[config.mk]
export PLATFORM = sky130hd
export DESIGN_NAME = obi_resp_emul
export DESIGN_NICKNAME = d
export VERILOG_FILES = /design/src/rtl/obi_resp_emul.sv
export SDC_FILE = /design/constraint.sdc
export NUM_CORES = 1
export LEC_CHECK = 0
export CAP_MARGIN = 40
export CELL_PAD_IN_SITES_DETAIL_PLACEMENT = 0
export CELL_PAD_IN_SITES_GLOBAL_PLACEMENT = 1
export CORE_ASPECT_RATIO = 0.7
export CORE_UTILIZATION = 46
export CTS_BUF_LIST = sky130_fd_sc_hd__clkbuf_2 sky130_fd_sc_hd__clkbuf_4 sky130_fd_sc_hd__clkbuf_8
export DETAILED_ROUTE_END_ITERATION = 6
export PLACE_DENSITY = 0.95
export SETUP_SLACK_MARGIN = 0.05
export SYNTH_ARGS = -nofsm -noshare
export SYNTH_HDL_FRONTEND = slang
export SYNTH_SLANG_ARGS = --single-unit
[constraint.sdc]
create_clock -name clk_i -period 7.39 [get_ports clk_i]
set_input_delay 1.8475 -clock clk_i [delete_from_list [all_inputs] [get_ports clk_i]]
set_output_delay 1.8475 -clock clk_i [all_outputs]
set_load 0.02 [all_outputs]
[src/rtl/obi_resp_emul.sv]
// OBI response emulator: grants requests into an in-order pending FIFO and
// answers each one RESP_LATENCY cycles after grant with rdata = ~addr.
// Ports: clk_i/rst_i (async active-high); req_i, addr_i, stall_i from core/bench;
// gnt_o, rvalid_o, rdata_o, outstanding_o (pending count), err_o (sticky).
// Optional: define OBI_EMUL_PROTOCOL_CHECK_EN to enable the protocol checker
// driving err_o; without it err_o is tied to 0.
module obi_resp_emul #(
  parameter int unsigned MAX_OUTSTANDING = 2,
  parameter int unsigned ADDR_WIDTH      = 32,
  parameter int unsigned DATA_WIDTH      = 32,
  parameter int unsigned RESP_LATENCY    = 1
) (
  input  logic                                   clk_i,
  input  logic                                   rst_i,
  input  logic                                   req_i,
  input  logic [ADDR_WIDTH-1:0]                  addr_i,
  input  logic                                   stall_i,
  output logic                                   gnt_o,
  output logic                                   rvalid_o,
  output logic [DATA_WIDTH-1:0]                  rdata_o,
  output logic [$clog2(MAX_OUTSTANDING+1)-1:0]   outstanding_o,
  output logic                                   err_o
);

  localparam int unsigned CW = $clog2(MAX_OUTSTANDING + 1);
  localparam int unsigned PW = (MAX_OUTSTANDING > 1) ?
                               $clog2(MAX_OUTSTANDING) : 1;
  localparam int unsigned AW = 4;

  localparam logic [CW-1:0] CNT_FULL = CW'(MAX_OUTSTANDING);
  localparam logic [PW-1:0] PTR_LAST = PW'(MAX_OUTSTANDING - 1);
  localparam logic [AW-1:0] AGE_MAX  = AW'(RESP_LATENCY);

  logic [ADDR_WIDTH-1:0] addr_q [MAX_OUTSTANDING];
  logic [ADDR_WIDTH-1:0] addr_d [MAX_OUTSTANDING];
  logic [AW-1:0]         age_q  [MAX_OUTSTANDING];
  logic [AW-1:0]         age_d  [MAX_OUTSTANDING];
  logic [PW-1:0]         rd_ptr_q, rd_ptr_d;
  logic [PW-1:0]         wr_ptr_q, wr_ptr_d;
  logic [CW-1:0]         cnt_q, cnt_d;

  logic                  full;
  logic                  empty;
  logic                  pop;
  logic                  push;
  logic                  gnt;
  logic [ADDR_WIDTH-1:0] head_addr;
  logic [DATA_WIDTH-1:0] head_ext;

  function automatic logic [PW-1:0] ptr_inc(input logic [PW-1:0] p);
    return (p == PTR_LAST) ? '0 : p + PW'(1);
  endfunction

  assign empty     = (cnt_q == '0);
  assign full      = (cnt_q == CNT_FULL);
  assign head_addr = addr_q[rd_ptr_q];
  assign head_ext  = DATA_WIDTH'(head_addr);

  // Head answers once it has aged RESP_LATENCY edges; answering retires it.
  assign pop  = ~empty & (age_q[rd_ptr_q] == AGE_MAX);

  // A full FIFO still accepts when the head leaves in the same cycle.
  assign gnt  = req_i & ~stall_i & ~rst_i & (~full | pop);
  assign push = gnt;

  always_comb begin
    addr_d   = addr_q;
    age_d    = age_q;
    rd_ptr_d = rd_ptr_q;
    wr_ptr_d = wr_ptr_q;
    cnt_d    = cnt_q;

    for (int i = 0; i < MAX_OUTSTANDING; i++) begin
      if (age_q[i] != AGE_MAX) begin
        age_d[i] = age_q[i] + AW'(1);
      end
    end

    if (pop) begin
      rd_ptr_d = ptr_inc(rd_ptr_q);
    end

    // Age is zero in the grant cycle; the stored value is what it reads
    // one edge later, hence 1.
    if (push) begin
      addr_d[wr_ptr_q] = addr_i;
      age_d[wr_ptr_q]  = AW'(1);
      wr_ptr_d         = ptr_inc(wr_ptr_q);
    end

    unique case ({push, pop})
      2'b10:   cnt_d = cnt_q + CW'(1);
      2'b01:   cnt_d = cnt_q - CW'(1);
      default: cnt_d = cnt_q;
    endcase
  end

  always_ff @(posedge clk_i or posedge rst_i) begin
    if (rst_i) begin
      for (int i = 0; i < MAX_OUTSTANDING; i++) begin
        addr_q[i] <= '0;
        age_q[i]  <= '0;
      end
      rd_ptr_q <= '0;
      wr_ptr_q <= '0;
      cnt_q    <= '0;
    end else begin
      addr_q   <= addr_d;
      age_q    <= age_d;
      rd_ptr_q <= rd_ptr_d;
      wr_ptr_q <= wr_ptr_d;
      cnt_q    <= cnt_d;
    end
  end

  assign gnt_o         = gnt;
  assign rvalid_o      = pop;
  assign rdata_o       = pop ? ~head_ext : '0;
  assign outstanding_o = cnt_q;

`ifdef OBI_EMUL_PROTOCOL_CHECK_EN
  // A request left ungranted must hold both req_i and addr_i until granted.
  logic                  pend_q, pend_d;
  logic [ADDR_WIDTH-1:0] paddr_q, paddr_d;
  logic                  err_q, err_d;

  always_comb begin
    pend_d  = req_i & ~gnt;
    paddr_d = addr_i;
    err_d   = err_q;
    if (pend_q & (~req_i | (addr_i != paddr_q))) begin
      err_d = 1'b1;
    end
  end

  always_ff @(posedge clk_i or posedge rst_i) begin
    if (rst_i) begin
      pend_q  <= 1'b0;
      paddr_q <= '0;
      err_q   <= 1'b0;
    end else begin
      pend_q  <= pend_d;
      paddr_q <= paddr_d;
      err_q   <= err_d;
    end
  end

  assign err_o = err_q;
`else
  assign err_o = 1'b0;
`endif

endmodule

==> impl_metrics.env, run 1 <==
export IMPL_status="completed"
export IMPL_fin_nets=395
export IMPL_finalPower_mw=1.89
export IMPL_synth_mux_area_share_pct=21.9
export IMPL_cp_start_kind="primary input"
export IMPL_place_area_um2=4500
export IMPL_cap_violations=0
export IMPL_rr_startpoint="rd_ptr_q$_DFFE_PP0P_"
export IMPL_clk_latency_ns=0.34
export IMPL_layout_commonest_cell="dfrtp_1"
export IMPL_grt_pass1_vias=2521
export IMPL_synthFlopType="dfrtp_1"
export IMPL_powerDensity_nw_per_um2=401
export IMPL_finalInstanceArea_um2=4720
export IMPL_critPathCapture="gnt_o"
export IMPL_grtUsageMet2_pct=28.4
export IMPL_syn_nets=326
export IMPL_antenna_found_initial=0
export IMPL_p_leak_nw=1.99
export IMPL_core_um2=7840
export IMPL_start_util_pct=47.5
export IMPL_fin_tns_setup_ns=0
export IMPL_synth_top_family_by_area="multiplexers"
export IMPL_cts_max_level=3
export IMPL_diodes=0
export IMPL_area_delta_synth_final_pct=26.9
export IMPL_dpl_worst_slack_ns=1.91
export IMPL_vdd_ir_drop_worst_v=0.000223
export IMPL_yosys_area_share_simple_pct=9.88
export IMPL_fmax_mhz=183
export IMPL_grt_first_pass_wirelength_mm=12.1
export IMPL_clk_pin_slew_worst_paths_ns=0.07
export IMPL_synth_compound_area_share_pct=10.4
export IMPL_period_minus_slack_ns=5.48
export IMPL_combPwrFrac_pct=43.4
export IMPL_synthArstFlopShare_pct=100
export IMPL_syn_cell_area_um2=3720
export IMPL_num_vias=2389
export IMPL_ctsRootBufferMaster="clkbuf_8"
export IMPL_slew_headroom_pct=57.0
export IMPL_numCtsBuffers=9
export IMPL_hold_path_class="register to register"
export IMPL_grt_max_degree=46
export IMPL_die_area_um2=8460
export IMPL_dp_hpwl_mm=4.58
export IMPL_die_y_um=77.3
export IMPL_num_io_pins=73
export IMPL_drt_wl_total_mm=7.07
export IMPL_portBuffers=71
export IMPL_min_path_cells=1
export IMPL_grt_use_met3_pct=6.72
export IMPL_crit_type="primary input to output pin"
export IMPL_finish_cell_count_without_fillers=460
export IMPL_cp_required_ns=5.54
export IMPL_worst_slack_ns=1.91
export IMPL_worst_pin_slew_ns=0.646
export IMPL_drv_slew=0
export IMPL_cp_end_kind="output pin"
export IMPL_p_switching_mw=0.641
export IMPL_ys_seq_area_share_pct=51.1
export IMPL_ctsResizeCount=0
export IMPL_first_pass_iters=3
export IMPL_mostFrequentLayoutCells="dfrtp_1 (75), clkdlybuf4s50_1 (71), mux2_2 (36)"
export IMPL_clkPwrFrac_pct=18.5
export IMPL_synth_xor_area_share_pct=1.18
export IMPL_yosys_area_share_adder_pct=1.34
export IMPL_path_max_fanout=7
export IMPL_drive_gt1_share_pct=24.5
export IMPL_finalSetupViolations=0
export IMPL_cell_internal_pwr_mw=1.25
export IMPL_die_x_um=110
export IMPL_seqPwrFrac_pct=38.1
export IMPL_cts_path_max_buffers=2
export IMPL_grt_busiest_layer="met2"
export IMPL_syn_area_per_cell_um2=13.0
export IMPL_wl_per_cell_um=15.4
export IMPL_place_congestion=0.714
export IMPL_switching_share_pct=33.8
export IMPL_placedCellCount=445
export IMPL_gr_total_overflow=0
export IMPL_postRouteAntennaNets=0
export IMPL_reg2reg_slack_ns=4.78
export IMPL_drt_iter0_drc=66
export IMPL_synth_edf_count=0
export IMPL_postCtsHoldBufs=0
export IMPL_ys_seq_elements=76
export IMPL_yosysWarnings=0
export IMPL_use_met1_pct=25.1
export IMPL_cts_sinks=76
export IMPL_arrival_ns=3.63
export IMPL_ys_types=41
export IMPL_cts_tree="built"
export IMPL_viasPerCell=5.19
export IMPL_fillers=650
export IMPL_cts_setup_buffers=0
export IMPL_synthCells=286
export IMPL_drc=0
export IMPL_final_hold_violation_count=0
export IMPL_fin_crit_sh_pct=74.1
export IMPL_ff2ff_path_depth=5
export IMPL_whs_ns=0.490
export IMPL_grt_usage_pct=18.8
export IMPL_startpoint="rst_i"
export IMPL_rows=27
export IMPL_rsz0062_at_grt="false"
export IMPL_worst_clock_skew_ns=0.00956
export IMPL_rr_endpoint="addr_q[24]$_DFFE_PP0P_"
export IMPL_final_util_pct=60.3
metal layers:
metal / wire length (µm) / part of all wire (%)
met5: 0 / 0
met4: 98 / 1.4
met3: 423 / 6.0
met2: 3170 / 45
met1: 3380 / 48
cells by family (layout without fill, tap and decap cells):
family / Yosys count / after routing
xor+xnor: 5 / 5
fa+ha+maj: 4 / 4
compound gates: 48 / 48
flops: 76 / 76
other cells: 1 / 1
buf+inv: 25 / 98
simple gates: 61 / 61
mux: 66 / 66
how the worst min path moves through the flow:
stage / from / to / slack (ns)
3_5_place_dp: addr_q[37]$_DFFE_PP0P_ / addr_q[37]$_DFFE_PP0P_ / 0.48
3_3_place_gp: addr_q[37]$_DFFE_PP0P_ / addr_q[37]$_DFFE_PP0P_ / 0.47
2_1_floorplan: addr_q[36]$_DFFE_PP0P_ / addr_q[36]$_DFFE_PP0P_ / 0.46
4_1_cts: addr_q[36]$_DFFE_PP0P_ / addr_q[36]$_DFFE_PP0P_ / 0.49
6_report: addr_q[36]$_DFFE_PP0P_ / addr_q[36]$_DFFE_PP0P_ / 0.49
5_1_grt: addr_q[52]$_DFFE_PP0P_ / addr_q[52]$_DFFE_PP0P_ / 0.51
final cells by class:
class                      instances  area [µm²]  share of cell area [%]
clock inverter                     4        72.6                    1.54
inverter                           6        22.5                   0.477
timing repair buffer              77         776                    16.4
tap                              101         126                    2.67
sequential                        76        1900                    40.3
clock buffer                      11         151                    3.20
multi-input combinational        185        1670                    35.4
worst max-delay path, stage by stage:
cell,delay (ns)
clkdlybuf4s50_1,0.46
nor3b_2,0.44
o31ai_1,0.20
inv_1,0.08
clkdlybuf4s50_1,0.59
cells in the mapped netlist, drive strengths merged, types with 3 or more instances:
cell	count	area share (%)
dfrtp	76	51
mux2	64	21
a211oi	32	6.5
nor2b	32	5.4
clkbuf	10	1.0
buf	9	2.5
inv	6	0.60
and2	5	0.84
nand2	5	0.50
nor2	5	0.50
ha	4	1.3
a21oi	3	0.40
nand2b	3	0.50
nand3	3	0.40
o21ai	3	0.40
xnor2	3	0.71
registers in the layout, indices dropped and copies added, names as in the netlist:
register,flops
outstanding_o,2
wr_ptr_q,1
rd_ptr_q,1
age_q,8
addr_q,64
power by group through the flow:
stage	Sequential, mW	Combinational [mW]	Clock, mW
final	0.721	0.822	0.351
after CTS	0.723	0.834	0.359
after detailed placement	0.728	0.831	0
after global routing	0.751	0.893	0.375
after global placement	0.718	0.814	0
after floorplan	0.677	0.576	0
(Power assumes the default switching activity.)
==> run 2, diff against run 1 <==
- CORE_UTILIZATION: 46 -> 39
- PLACE_DENSITY: 0.95 -> 0.87
- clock period: 7.39 -> 4.85 ns (I/O delays scaled with it)
==> impl_metrics.env, run 2 (synthesis results as in run 1) <==
export IMPL_period_minus_slack_ns=4.21
export IMPL_cap_violations=0
export IMPL_grt_use_met3_pct=5.33
export IMPL_worst_slack_ns=0.639
export IMPL_numCtsBuffers=9
export IMPL_dpl_worst_slack_ns=0.836
export IMPL_gr_total_overflow=0
export IMPL_slew_headroom_pct=57.0
export IMPL_final_hold_violation_count=0
export IMPL_worst_pin_slew_ns=0.645
export IMPL_cp_start_kind="register"
export IMPL_cp_required_ns=3.64
export IMPL_rsz0062_at_grt="false"
export IMPL_grt_pass1_vias=2681
export IMPL_drc=0
export IMPL_cts_sinks=76
export IMPL_arrival_ns=3.00
export IMPL_largest_reg_flops=64
export IMPL_num_io_pins=73
export IMPL_clk_pin_slew_worst_paths_ns=0.08
export IMPL_rr_endpoint="addr_q[29]$_DFFE_PP0P_"
export IMPL_diodes=0
export IMPL_cp_end_kind="output pin"
export IMPL_drv_slew=0
export IMPL_status="completed"
export IMPL_dp_hpwl_mm=4.95
export IMPL_finalSetupViolations=0
export IMPL_fin_crit_sh_pct=86.8
export IMPL_core_um2=9180
export IMPL_crit_type="register to output pin"
export IMPL_num_vias=2427
export IMPL_rows=29
export IMPL_powerDensity_nw_per_um2=593
export IMPL_finalPower_mw=2.80
export IMPL_grtUsageMet2_pct=27.2
export IMPL_place_congestion=0.763
export IMPL_drt_iter0_drc=76
export IMPL_regMostFlops="addr_q"
export IMPL_fillers=806
export IMPL_postRouteAntennaNets=0
export IMPL_critPathCapture="rdata_o[27]"
export IMPL_worst_clock_skew_ns=0.0116
export IMPL_drt_wl_total_mm=7.50
export IMPL_first_pass_iters=4
export IMPL_layout_commonest_cell="dfrtp_1"
export IMPL_drive_gt1_share_pct=24.5
export IMPL_viasPerCell=5.02
export IMPL_hold_path_class="register to register"
export IMPL_cts_max_level=3
export IMPL_cts_tree="built"
export IMPL_start_util_pct=40.5
export IMPL_ctsRootBufferMaster="clkbuf_8"
export IMPL_grt_usage_pct=17.0
export IMPL_portBuffers=71
export IMPL_use_met1_pct=21.7
export IMPL_ctsResizeCount=0
export IMPL_fmax_mhz=237
export IMPL_ff2ff_path_depth=5
export IMPL_rr_startpoint="age_q[6]$_DFF_PP0_"
export IMPL_vdd_ir_drop_worst_v=0.000294
export IMPL_die_area_um2=9950
export IMPL_postCtsHoldBufs=0
export IMPL_die_y_um=83.7
export IMPL_cts_path_max_buffers=2
export IMPL_fin_nets=396
export IMPL_die_x_um=119
export IMPL_p_leak_nw=1.97
export IMPL_antenna_found_initial=0
export IMPL_startpoint="age_q[5]$_DFF_PP0_"
export IMPL_grt_first_pass_wirelength_mm=13.1
export IMPL_fin_tns_setup_ns=0
export IMPL_cts_setup_buffers=0
export IMPL_wl_per_cell_um=15.5
export IMPL_area_delta_synth_final_pct=26.8
export IMPL_grt_max_degree=66
export IMPL_mostFrequentLayoutCells="dfrtp_1 (75), clkdlybuf4s50_1 (71), mux2_2 (36)"
export IMPL_reg2reg_slack_ns=2.59
export IMPL_clk_latency_ns=0.35
export IMPL_grt_busiest_layer="met2"
export IMPL_path_max_fanout=18
==> run 2: how the worst min path moves through the flow <==
stage	startpoint	endpoint	slack [ns]	cells past startpoint
floorplan	addr_q[36]$_DFFE_PP0P_	addr_q[36]$_DFFE_PP0P_	0.46	1
global placement	addr_q[37]$_DFFE_PP0P_	addr_q[37]$_DFFE_PP0P_	0.47	1
detailed placement	addr_q[37]$_DFFE_PP0P_	addr_q[37]$_DFFE_PP0P_	0.48	1
CTS	addr_q[37]$_DFFE_PP0P_	addr_q[37]$_DFFE_PP0P_	0.49	1
global route	addr_q[38]$_DFFE_PP0P_	addr_q[38]$_DFFE_PP0P_	0.51	1
finish	addr_q[37]$_DFFE_PP0P_	addr_q[37]$_DFFE_PP0P_	0.49	1
==> run 2: routing by layer <==
| metal | wire, µm | up-vias |
|---|---|---|
| met2 | 3440 | 56 |
| met1 | 3560 | 1203 |
| met4 | 109 | 0 |
| met5 | 0 | - |
| li1 | - | 1154 |
| met3 | 400 | 14 |
==> run 2: layout make-up <==
type                       instances  area, µm²  area share, %
tap                              124        155           3.29
timing repair buffer              78        796           16.9
sequential                        76       1900           40.3
clock inverter                     3       15.0          0.318
inverter                           6       23.8          0.504
clock buffer                      11        145           3.08
multi-input combinational        185       1680           35.6
==> run 2: where the power goes <==
part	leakage (nW)	internal [mW]	switching, mW
sequential	0.918	0.915	0.145
combinational	0.967	0.703	0.626
clock	0.0882	0.197	0.212
total	1.97	1.81	0.983
==> run 2: stage by stage <==
stage               utilization (%)  instance area [µm²]  hold WS (ns)  cells
global route                   51.4                 4720         0.509    483
finish                         51.4                 4720         0.490    483
CTS                            51.4                 4720         0.494    483
detailed placement             49.7                 4560         0.477    469
global placement               49.1                 4510         0.470    467
floorplan                         -                 3720         0.456    286
==> run 2: worst max-delay path: stages, from the launching register on <==
cell and delay (ns):
dfrtp_1 0.42, nor4_1 0.28, and2_1 0.49, o21ai_4 0.27, buf_16 0.23, a211oi_1 0.28, clkdlybuf4s50_1 0.66
==> run 3, diff against run 2 <==
- CTS_CLUSTER_SIZE: not set -> 20
==> results of run 3 <==
The final DEF is identical to that of run 2; final timing and power are the same.
